### src/rtl/sw_pkt_tx.sv
// Switch ingress transmitter: buffers one host packet, waits for all ports ready,
// then streams DA, SA, LEN and payload contiguously on sw_en/sw_data.
module sw_pkt_tx #(
  parameter int unsigned NUM_OF_PORTS = 4,
  parameter int unsigned W_WIDTH      = 8,
  parameter int unsigned PKT_DEPTH    = 64,
  parameter int unsigned IFG          = 2
) (
  input  logic                    clk,
  input  logic                    rst_n,
  input  logic                    host_start,
  input  logic [W_WIDTH-1:0]      host_da,
  input  logic [W_WIDTH-1:0]      host_sa,
  input  logic [W_WIDTH-1:0]      host_len,
  input  logic                    host_wr,
  input  logic [W_WIDTH-1:0]      host_wdata,
  output logic                    host_busy,
  output logic                    host_err,
  input  logic [NUM_OF_PORTS-1:0] ports_rd,
  output logic                    sw_en,
  output logic [W_WIDTH-1:0]      sw_data,
  output logic                    tx_done,
  output logic [15:0]             pkt_cnt
);

  // Length counters must hold PKT_DEPTH itself, not just PKT_DEPTH-1.
  localparam int unsigned LW = $clog2(PKT_DEPTH + 1);
  localparam int unsigned AW = (PKT_DEPTH > 1) ? $clog2(PKT_DEPTH) : 1;
  localparam int unsigned GW = $clog2(IFG + 1);

  typedef enum logic [2:0] {
    S_IDLE,
    S_LOAD,
    S_WAIT,
    S_HDR,
    S_PLD,
    S_GAP
  } state_e;

  state_e               state_q, state_d;
  logic [W_WIDTH-1:0]   da_q, da_d;
  logic [W_WIDTH-1:0]   sa_q, sa_d;
  logic [LW-1:0]        len_q, len_d;
  logic [LW-1:0]        wr_ptr_q, wr_ptr_d;
  logic [LW-1:0]        snd_q, snd_d;
  logic [1:0]           hdr_q, hdr_d;
  logic [GW-1:0]        gap_q, gap_d;
  logic                 host_busy_q, host_busy_d;
  logic                 host_err_q, host_err_d;
  logic                 sw_en_q, sw_en_d;
  logic [W_WIDTH-1:0]   sw_data_q, sw_data_d;
  logic                 tx_done_q, tx_done_d;
  logic [15:0]          pkt_cnt_q, pkt_cnt_d;

  logic [W_WIDTH-1:0]   mem [PKT_DEPTH];
  logic                 mem_we_c;
  logic                 pld_word_c;
  logic                 len_ok_c;
  logic [LW-1:0]        snd_nxt_c;
  logic [LW-1:0]        wr_nxt_c;

  assign len_ok_c  = (host_len != '0) && (32'(host_len) <= PKT_DEPTH);
  assign snd_nxt_c = LW'(snd_q + LW'(1));
  assign wr_nxt_c  = LW'(wr_ptr_q + LW'(1));
  assign mem_we_c  = (state_q == S_LOAD) && host_wr;

  // Payload buffer; contents need no reset.
  always_ff @(posedge clk) begin
    if (mem_we_c) begin
      mem[wr_ptr_q[AW-1:0]] <= host_wdata;
    end
  end

  // Next-state and registered-output logic.
  always_comb begin
    state_d     = state_q;
    da_d        = da_q;
    sa_d        = sa_q;
    len_d       = len_q;
    wr_ptr_d    = wr_ptr_q;
    snd_d       = snd_q;
    hdr_d       = hdr_q;
    gap_d       = gap_q;
    pkt_cnt_d   = pkt_cnt_q;
    host_err_d  = 1'b0;
    sw_en_d     = 1'b0;
    sw_data_d   = '0;
    tx_done_d   = 1'b0;
    pld_word_c  = 1'b0;

    case (state_q)
      S_IDLE: begin
        if (host_start) begin
          if (len_ok_c) begin
            da_d     = host_da;
            sa_d     = host_sa;
            len_d    = LW'(host_len);
            wr_ptr_d = '0;
            snd_d    = '0;
            hdr_d    = '0;
            state_d  = S_LOAD;
          end else begin
            host_err_d = 1'b1;
          end
        end
      end
      S_LOAD: begin
        if (host_wr) begin
          wr_ptr_d = wr_nxt_c;
          if (wr_nxt_c == len_q) begin
            state_d = S_WAIT;
          end
        end
      end
      S_WAIT: begin
        if (&ports_rd) begin
          sw_en_d   = 1'b1;
          sw_data_d = da_q;
          hdr_d     = '0;
          state_d   = S_HDR;
        end
      end
      S_HDR: begin
        // hdr_q tracks which header byte is currently on the bus.
        if (hdr_q == 2'd0) begin
          sw_en_d   = 1'b1;
          sw_data_d = sa_q;
          hdr_d     = 2'd1;
        end else if (hdr_q == 2'd1) begin
          sw_en_d   = 1'b1;
          sw_data_d = W_WIDTH'(len_q);
          hdr_d     = 2'd2;
        end else begin
          pld_word_c = 1'b1;
          state_d    = S_PLD;
        end
      end
      S_PLD: begin
        if (snd_q == len_q) begin
          gap_d   = '0;
          state_d = S_GAP;
        end else begin
          pld_word_c = 1'b1;
        end
      end
      S_GAP: begin
        if (gap_q == GW'(IFG - 1)) begin
          state_d = S_IDLE;
        end else begin
          gap_d = GW'(gap_q + GW'(1));
        end
      end
      default: state_d = S_IDLE;
    endcase

    // Payload word snd_q goes on the bus; the last one carries tx_done.
    if (pld_word_c) begin
      sw_en_d   = 1'b1;
      sw_data_d = mem[snd_q[AW-1:0]];
      snd_d     = snd_nxt_c;
      if (snd_nxt_c == len_q) begin
        tx_done_d = 1'b1;
        pkt_cnt_d = pkt_cnt_q + 16'd1;
      end
    end

    host_busy_d = (state_d != S_IDLE);
  end

  always_ff @(posedge clk or negedge rst_n) begin
    if (!rst_n) begin
      state_q     <= S_IDLE;
      da_q        <= '0;
      sa_q        <= '0;
      len_q       <= '0;
      wr_ptr_q    <= '0;
      snd_q       <= '0;
      hdr_q       <= '0;
      gap_q       <= '0;
      host_busy_q <= 1'b0;
      host_err_q  <= 1'b0;
      sw_en_q     <= 1'b0;
      sw_data_q   <= '0;
      tx_done_q   <= 1'b0;
      pkt_cnt_q   <= '0;
    end else begin
      state_q     <= state_d;
      da_q        <= da_d;
      sa_q        <= sa_d;
      len_q       <= len_d;
      wr_ptr_q    <= wr_ptr_d;
      snd_q       <= snd_d;
      hdr_q       <= hdr_d;
      gap_q       <= gap_d;
      host_busy_q <= host_busy_d;
      host_err_q  <= host_err_d;
      sw_en_q     <= sw_en_d;
      sw_data_q   <= sw_data_d;
      tx_done_q   <= tx_done_d;
      pkt_cnt_q   <= pkt_cnt_d;
    end
  end

  assign host_busy = host_busy_q;
  assign host_err  = host_err_q;
  assign sw_en     = sw_en_q;
  assign sw_data   = sw_data_q;
  assign tx_done   = tx_done_q;
  assign pkt_cnt   = pkt_cnt_q;

endmodule

### config.mk
export PLATFORM = sky130hd
export DESIGN_NAME = sw_pkt_tx
export DESIGN_NICKNAME = d
export VERILOG_FILES = /design/src/rtl/sw_pkt_tx.sv
export SDC_FILE = /design/constraint.sdc
export NUM_CORES = 1
export LEC_CHECK = 0
export CORE_ASPECT_RATIO = 1.2
export CORE_UTILIZATION = 44
export DETAILED_ROUTE_END_ITERATION = 16
export GPL_ROUTABILITY_DRIVEN = 0
export PLACE_DENSITY = 0.63
export RECOVER_POWER = 100
export SYNTH_ARGS = -nofsm -noshare
export SYNTH_HDL_FRONTEND = slang
export SYNTH_SLANG_ARGS = --single-unit
### constraint.sdc
create_clock -name clk -period 3.3 [get_ports clk]
set_input_delay 0.66 -clock clk [delete_from_list [all_inputs] [get_ports clk]]
set_output_delay 0.66 -clock clk [all_outputs]
set_load 0.01 [all_outputs]
* Yosys cells after proc, flatten, opt, wreduce, memory -nomap -nowiden
Memories as Yosys holds them, arrays and structs flattened. Cells that the tools add are included. Widths: inputs -> output; s select.
Storage, ports and cells: bits in registers 72, RAM bits 512, bits of input ports 40, memories kept 1
Memories:
- mem | depth 64, width 8, read ports 1, clocked after Yosys merged registers in 0, wr ports 1, line 55 | logic [W_WIDTH-1:0] mem [PKT_DEPTH];
Cells by class: add/subtract/negate cells 4, $lt $le $gt $ge 1, eq/ne operators 17, multiplexer cells 46, reductions and logical operators 19
Operator list (number):
- $mux 7 | 6
- $mux 3 | 9
- $mux 8 | 3
- $eq 7x7->1 | 3
- $pmux 3 s6 | 1
- $add 16x1->16 const B | 1
- $pmux 8 s2 | 1
- $add 7x1->7 const B | 2
- $mux 1 | 14
- $mux 2 | 7
- $pmux 7 s2 | 1
- $ne 2x2->1 const B | 6
- $reduce_bool 2->1 | 5
- $reduce_and 3->1 | 3
- $le 8x7->1 const B | 1
- $reduce_and 4->1 | 2
- $reduce_bool 8->1 | 1
- $eq 3x2->1 const B | 2
- $eq 3x3->1 const B | 2
- $pmux 2 s3 | 1
- $reduce_bool 3->1 | 2
- $reduce_and 5->1 | 1
- $eq 2x1->1 const B | 2
- $pmux 1 s2 | 2
- 8 further kinds | 9

* Logic depth before layout (Yosys ltp)
Gate-level depths: netlist (run 1).
depth after elaboration 6, depth in mapped cells 11, mapped depth without buffers 7

* Worst setup path after synthesis (run 1)
Ideal clock, no wire load.
kind register to register, start point reg state_q[0], end point mem mem[31][0], enable pin, library setup time 0.371 ns, arrival 1.958 ns, data required time 2.929 ns, path slack 0.971 ns, stages on the path, launching flop included 6, cells stage by stage dfrtp_1 > clkbuf_1 > clkinv_1 > nor3_2 > nand3_1 > nor2_1
On the way: cells in the longest elaborated chain, start to end 4
Ends and longest elaborated chain:
- from (decl) | line 40 | state_e state_q, state_d;
- from (signal assigned) | line 187 | state_q <= state_d;
- $eq 3x1->1 | line 65 | assign mem_we_c = (state_q == S_LOAD) && host_wr;
- $logic_and 1x1->1 | line 65
- $mux 1 | line 69 | if (mem_we_c) begin
- $mux 1 (implied by the code) | line 70 | mem[wr_ptr_q[AW-1:0]] <= host_wdata;
- to (decl) | line 55
No other way between the ends.

* Worst setup path in the final report (run 1)
start point reg snd_q[0], end point reg pkt_cnt_q[1] (netlist: pkt_cnt[1])
On the way: cells in the longest elaborated chain, start to end 4, elaborated cells between the ends (all ways) 6
Ends and longest elaborated chain:
- from (decl) | line 45 | logic [LW-1:0] snd_q, snd_d;
- from (signal assigned) | line 192 | snd_q <= snd_d;
- parallel branches: the longest is 3 deep, another holds $add 7x1->7
- $reduce_and 2->1 (no line) *
- to (signal assigned) | line 200 | pkt_cnt_q <= pkt_cnt_d;
- to (decl) | line 53 | logic [15:0] pkt_cnt_q, pkt_cnt_d;
Mark *: on every way between the ends. A chain may end at the register's enable or synchronous reset.

==> impl_metrics.json, run 1 <==
{
  "worst_slack_ns": 0.4272,
  "yosysWarnings": 0,
  "clkTransAtPathRegs_ns": 0.06,
  "synthFlopType": "edfxtp_1",
  "dieArea_um2": 54690,
  "overflow": 0,
  "final_cells": 2229,
  "final_area_um2": 27160,
  "fin_nets": 1526,
  "port_buffers": 67,
  "worstPathArrival_ns": 3.34,
  "regToRegSetupSlack_ns": 0.43,
  "cts_resized": 0,
  "min_to": "mem[28][3]$_DFFE_PP_",
  "dr_total_vias": 12570,
  "maxSlewViolCount": 220,
  "std_cell_rows": 92,
  "avgSynthCellArea_um2": 17.96,
  "placedCellCount": 2130,
  "grt_pass1_wl_mm": 81.36,
  "grtUsageTotal": 0.2026,
  "n_fill_cell": 4285,
  "crit_start": "snd_q[0]$_DFFE_PN0P_",
  "synth_edf_count": 512,
  "hp-start": "host_wdata[3]",
  "dp_hpwl_mm": 35.97,
  "critPathRequiredTime_ns": 3.76,
  "hold_violations": 0,
  "dr.pass1.iters": 5,
  "drtAntennaViolNets": 0,
  "synth_seq_cells": 584,
  "rr_worst_depth": 6,
  "period_minus_slack_ns": 2.873,
  "p_leak_nw": 8.720,
  "cts-root-buf": "clkbuf_16",
  "crit_type": "flop to flop",
  "async_flop_share": 0.1233,
  "antenna_cells": 0,
  "h-tree-depth": 2,
  "ios": 68,
  "placed_cell_area_um2": 25740,
  "p_total_mw": 18.28,
  "layout.cells.most_common_list": "512 x edfxtp_1, 104 x mux4_2, 97 x nor2_1",
  "ys_seq_area_frac": 0.7262,
  "coreArea_um2": 52840,
  "start_util": 0.4477,
  "setup_tns_ns": 0,
  "fmax_mhz": 348.1,
  "maxCapViolations": 5,
  "grt_setup_unrepaired": "no",
  "drt_wl_total_mm": 54.18,
  "whs_path_depth": 1,
  "period_share": 0.8705,
  "syn-num-nets": 1361,
  "postCtsSetupRepairBufs": 0,
  "status": "complete, but fails checks",
  "peakVddDrop_mv": 0.3669,
  "ys_types": 57,
  "rr_startpoint": "snd_q[0]$_DFFE_PN0P_",
  "drive_gt1_frac": 0.1837,
  "grt_pass1_vias": 12980,
  "fp.dieH_um": 256.0,
  "place_ws_ns": 0.3596,
  "synth_area_um2": 23650,
  "slew_headroom": -0.2714,
  "wl_per_cell_um": 24.31,
  "finalClockSkew_ns": 0.02388,
  "die_w_um": 213.7,
  "startpoint_type": "flop",
  "clock_path_buffers": 3,
  "first_iter_violations": 1182,
  "hold_buffers": 0,
  "viasPerCell": 5.641,
  "clk_latency_ns": 0.59,
  "violations": "max-capacitance violations, max-slew violations",
  "cts_tree": "built",
  "worst_pin_slew_ns": 1.907,
  "hold_class": "input port to flop",
  "end_kind": "flop",
  "p_per_area_nw_per_um2": 673.0,
  "final-setup-viol-count": 0,
  "layout_commonest_cell": "edfxtp_1",
  "drc_errors": 0,
  "grt_max_degree": 73,
  "numCtsBuffers": 55,
  "area.growth.synth_to_final_pct": 14.85,
  "r2r_end": "pkt_cnt[1]$_DFFE_PN0P_",
  "antenna_found_initial": 1,
  "worst-path-max-fanout": 17,
  "cts.sinks": 584,
  "syn_inst": 1317,
  "hold_ws_ns": 0.4618,
  "fin_util": 0.5141
}
-- worst max-delay path by stage --
stage	endpoint	slack, ns	cells past startpoint
after floorplan	mem[31][0]$_DFFE_PP_	0.97	5
after global placement	snd_q[2]$_DFFE_PN0P_	0.39	8
after detailed placement	snd_q[2]$_DFFE_PN0P_	0.36	8
after CTS	sw_data[7]$_DFF_PN0_	0.53	7
after global routing	mem[36][0]$_DFFE_PP_	0.22	6
final	pkt_cnt[1]$_DFFE_PN0P_	0.43	6
-- synth_stat cells, types with 4 or more instances --
library cell    n  area share
a211oi_1        5      0.0016
a21oi_1        14      0.0030
a22o_1          6      0.0022
a22oi_1        36       0.011
and2_1          5      0.0013
and3_1         11      0.0029
buf_1           4     0.00063
buf_2          21      0.0044
buf_4          12      0.0038
buf_6           5      0.0024
clkbuf_1       28      0.0044
dfrtp_1        72       0.076
edfxtp_1      512        0.65
ha_1            4      0.0021
inv_1           6     0.00095
mux2_2         32       0.015
mux2i_1        84       0.036
mux4_2        104       0.099
nand2_1        48      0.0076
nand2b_1        9      0.0024
nand3_1        37      0.0078
nand4_1        18      0.0048
nor2_1         97       0.015
nor2b_1        11      0.0029
nor3_1          7      0.0015
o2111ai_1       6      0.0022
o21ai_0        29      0.0061
o22ai_1        11      0.0029
or3_1           4      0.0011
xnor2_1        25      0.0093
xor2_1          9      0.0033
-- per-layer routing --
metal / share of wire / GRT usage / vias to the layer above / routed length (um)
met2: 0.50 / 0.3380 / 365 / 27200
met5: 0.00033 / 0 / - / 18
met4: 0.035 / 0.07877 / 2 / 1880
li1: - / - / 5591 / -
met3: 0.046 / 0.02773 / 110 / 2484
met1: 0.42 / 0.2678 / 6506 / 22590
-- report_power, final --
group | total (mW) | internal [mW] | switching (mW)
registers | 8.77 | 8.37 | 0.396
clock network | 5.96 | 3.29 | 2.67
logic | 3.55 | 1.68 | 1.87
-- cell type report --
cell class / instances / area (um^2) / area share
Clock buffer: 64 / 1410 / 0.05191
Clock inverter: 35 / 271.5 / 0.009995
Inverter: 7 / 26.28 / 0.0009673
Multi-Input combinational cell: 655 / 6050 / 0.2227
Sequential cell: 584 / 17190 / 0.6326
Tap cell: 705 / 882.1 / 0.03247
Timing Repair Buffer: 179 / 1340 / 0.04933
-- state kept, by name (all words and copies together), names as in the netlist, 7 cells and up --
signal    cells
da_q          8
len_q         7
mem         512
pkt_cnt      16
sa_q          8
snd_q         7
sw_data       8
wr_ptr_q      7
-- cell families after synthesis --
kind of cell             Yosys count  synth area share
flip-flops                       584            0.7262
AND/OR/NAND/NOR                  267           0.05438
multiplexers                     220            0.1498
AO/OA/AOI/OAI                    130           0.03788
buffers and inverters             78           0.01703
XOR/XNOR                          34           0.01259
adder cells (fa/ha/maj)            4          0.002116
-- worst max-delay path: stages, from the launching register on --
cell and delay [ns]:
dfrtp_4 0.63, ha_1 0.38, nand2b_1 0.18, a311o_1 0.35, a2111oi_0 0.52, buf_4 0.32
mux2_2 0.36
(Power assumes the default switching activity.)
==> run 2, diff against run 1 <==
- ABC_AREA: default -> 1
- CTS_CLUSTER_DIAMETER: default -> 30
==> run 2 against run 1 <==
Net effect:
- the flow still finishes with violations (max-capacitance violations, max-slew violations)
- sequential power fell by 8.2%
- die area rose by 5.3%
- synthesized area rose by 5.4%
- utilization rose by 1.2 points
- maximum frequency rose by 0.26%
- count of clock-buffer cells in the layout rose by 33
- critical path depth rose by 4
- critical path type unchanged
- critical endpoint is now sw_data[7]$_DFF_PN0_
- largest power group is now clock
==> impl_metrics.json, run 2 <==
{
  "hold_buffers": 0,
  "grt_max_degree": 175,
  "port_buffers": 67,
  "synth_edf_count": 512,
  "synthFlopType": "edfxtp_1",
  "hold_class": "flop to flop",
  "ys_seq_area_frac": 0.6892,
  "rr_startpoint": "snd_q[1]$_DFFE_PN0P_",
  "drc_errors": 0,
  "synth_top_area_frac": 0.6169,
  "coreArea_um2": 55980,
  "layout.cells.most_common_list": "854 x nand2_1, 512 x edfxtp_1, 455 x nand3_1",
  "numCtsBuffers": 92,
  "synth_seq_cells": 584,
  "violations": "max-capacitance violations, max-slew violations",
  "viasPerCell": 5.448,
  "fin_nets": 2487,
  "p_leak_nw": 11.31,
  "cts.sinks": 584,
  "drtAntennaViolNets": 0,
  "worst-path-max-fanout": 49,
  "start_util": 0.4452,
  "layout_commonest_cell": "nand2_1",
  "clkTransAtPathRegs_ns": 0.05,
  "dieArea_um2": 57600,
  "die_w_um": 219.3,
  "grt_setup_unrepaired": "no",
  "largest_reg_flops": 512,
  "fp.dieH_um": 262.7,
  "startpoint_type": "flop",
  "dr.pass1.iters": 5,
  "fmax_mhz": 349.0,
  "syn-num-nets": 2391,
  "placed_cell_area_um2": 26460,
  "worstPathArrival_ns": 3.42,
  "period_minus_slack_ns": 2.865,
  "period_share": 0.8683,
  "area.growth.synth_to_final_pct": 18.26,
  "dp_hpwl_mm": 39.99,
  "cts_resized": 0,
  "finalClockSkew_ns": 0.02555,
  "yosysWarnings": 0,
  "wl_per_cell_um": 20.14,
  "crit_start": "snd_q[1]$_DFFE_PN0P_",
  "syn_inst": 2347,
  "maxSlewViolCount": 381,
  "grtUsageTotal": 0.2320,
  "critPathRequiredTime_ns": 3.85,
  "status": "complete, but fails checks",
  "synth.area.top_cells": "edfxtp_1 62%, nand2_1 13%, nand3_1 9.1%, dfrtp_1 7.2%, nor2_1 1.6%",
  "ys_types": 38,
  "crit_type": "flop to flop",
  "clk_latency_ns": 0.64,
  "slew_headroom": -0.4925,
  "yosysMostFrequentCell": "nand2_1",
  "drive_gt1_frac": 0.09087,
  "h-tree-depth": 3,
  "ios": 68,
  "drt_wl_total_mm": 65.39,
  "postCtsSetupRepairBufs": 0,
  "std_cell_rows": 95,
  "clock_path_buffers": 3,
  "overflow": 0,
  "antenna_cells": 0,
  "synth_area_leader_cell": "edfxtp_1",
  "setup_tns_ns": 0,
  "synth_top_cells_by_count": "854 x nand2_1, 512 x edfxtp_1, 453 x nand3_1",
  "maxCapViolations": 8,
  "final_area_um2": 29470,
  "synth_area_um2": 24920,
  "p_per_area_nw_per_um2": 614.8,
  "cts_tree": "built",
  "hold_violations": 0,
  "grt_pass1_vias": 17690,
  "async_flop_share": 0.1233,
  "first_iter_violations": 1522,
  "antenna_found_initial": 0,
  "worst_pin_slew_ns": 2.239,
  "grt_pass1_wl_mm": 101.0,
  "peakVddDrop_mv": 0.5419,
  "dr_total_vias": 17690,
  "end_kind": "flop",
  "cts-root-buf": "clkbuf_16",
  "hp-start": "da_q[5]$_DFFE_PN0P_",
  "final-setup-viol-count": 0,
  "avgSynthCellArea_um2": 10.62
}
## run 2: cell count changes after synthesis, sizes merged, moves of 11 or more
cell | previous run | this run
xor2 | 9 | 21
buf | 42 | 92
a22oi | 36 | 0
nand2 | 48 | 858
nand3 | 37 | 456
mux2 | 32 | 0
o22ai | 11 | 0
xnor2 | 25 | 8
and3 | 11 | 0
mux4 | 104 | 0
nor2b | 11 | 0
mux2i | 84 | 0
inv | 6 | 96
## run 2: path summary, 6_finish.rpt
check | end | slack [ns] | cells past startpoint
setup / recovery | sw_data[7]$_DFF_PN0_ | 0.43 | 10
max in group asynchronous | snd_q[1]$_DFFE_PN0P_ | 1.47 | 1
min in group asynchronous | pkt_cnt[7]$_DFFE_PN0P_ | 0.53 | 1
hold / removal | da_q[5]$_DFFE_PN0P_ | 0.49 | 2
setup reg to reg | sw_data[7]$_DFF_PN0_ | 0.43 | 10
hold reg to reg | da_q[5]$_DFFE_PN0P_ | 0.49 | 2
## run 2: kinds of logic (layout without fill, tap and decap cells)
kind of cell / count (synthesis) / count (layout) / synth area share
AOI/OAI and AO/OA: 48 / 48 / 0.01155
adders and majority gates: 4 / 4 / 0.002008
buffers and inverters: 223 / 396 / 0.03831
DFF: 584 / 584 / 0.6892
xor gates and xnor gates: 29 / 29 / 0.01019
and+or+nand+nor: 1459 / 1459 / 0.2488
## run 2: worst max-delay path, cell delays in order (launching register included)
cell	delay (ns)
dfrtp_4	0.66
inv_4	0.49
clkbuf_2	0.58
o211ai_1	0.17
nand2_1	0.13
nand2_1	0.07
nand3_1	0.19
nand3_1	0.10
nand3_1	0.10
nand3_1	0.16
nand2_1	0.12
## run 2: layout make-up
type,count,area [um^2]
clock inverters,74,834.6
clock buffers,97,2385
repair buffers,126,999.7
multi-input cells,1540,6779
fillers,4768,26510
flip-flops and latches,584,17190
well taps,727,909.6
inverters,99,381.6
## run 2: report_power, final
group          switching [mW]  internal, mW
logic                   0.162        0.0371
clock network            3.65          6.22
registers                   0          8.05
total                    3.81          14.3
## run 2: per-stage QoR
stage | setup slack [ns] | instances | utilization | hold slack, ns | total power [mW]
2_1_floorplan | 1.256 | 2347 | - | 0.3644 | 8.194
3_3_place_gp | 0.5245 | 3076 | 0.4726 | 0.4661 | 8.404
3_5_place_dp | 0.4717 | 3076 | 0.4726 | 0.4735 | 8.405
4_1_cts | 0.6235 | 3247 | 0.5301 | 0.1945 | 18.23
5_1_grt | 0.2376 | 3247 | 0.5265 | 0.5009 | 18.57
6_report | 0.4347 | 3247 | 0.5265 | 0.4880 | 18.12
## run 2: per-layer routing
metal	up-vias	GRT usage	wire, um	share of wire
met5	-	0	0	0
met4	0	0.1209	3055	0.047
met3	171	0.03634	4433	0.068
met2	718	0.3880	32510	0.50
met1	8564	0.2888	25390	0.39
li1	8236	-	-	-
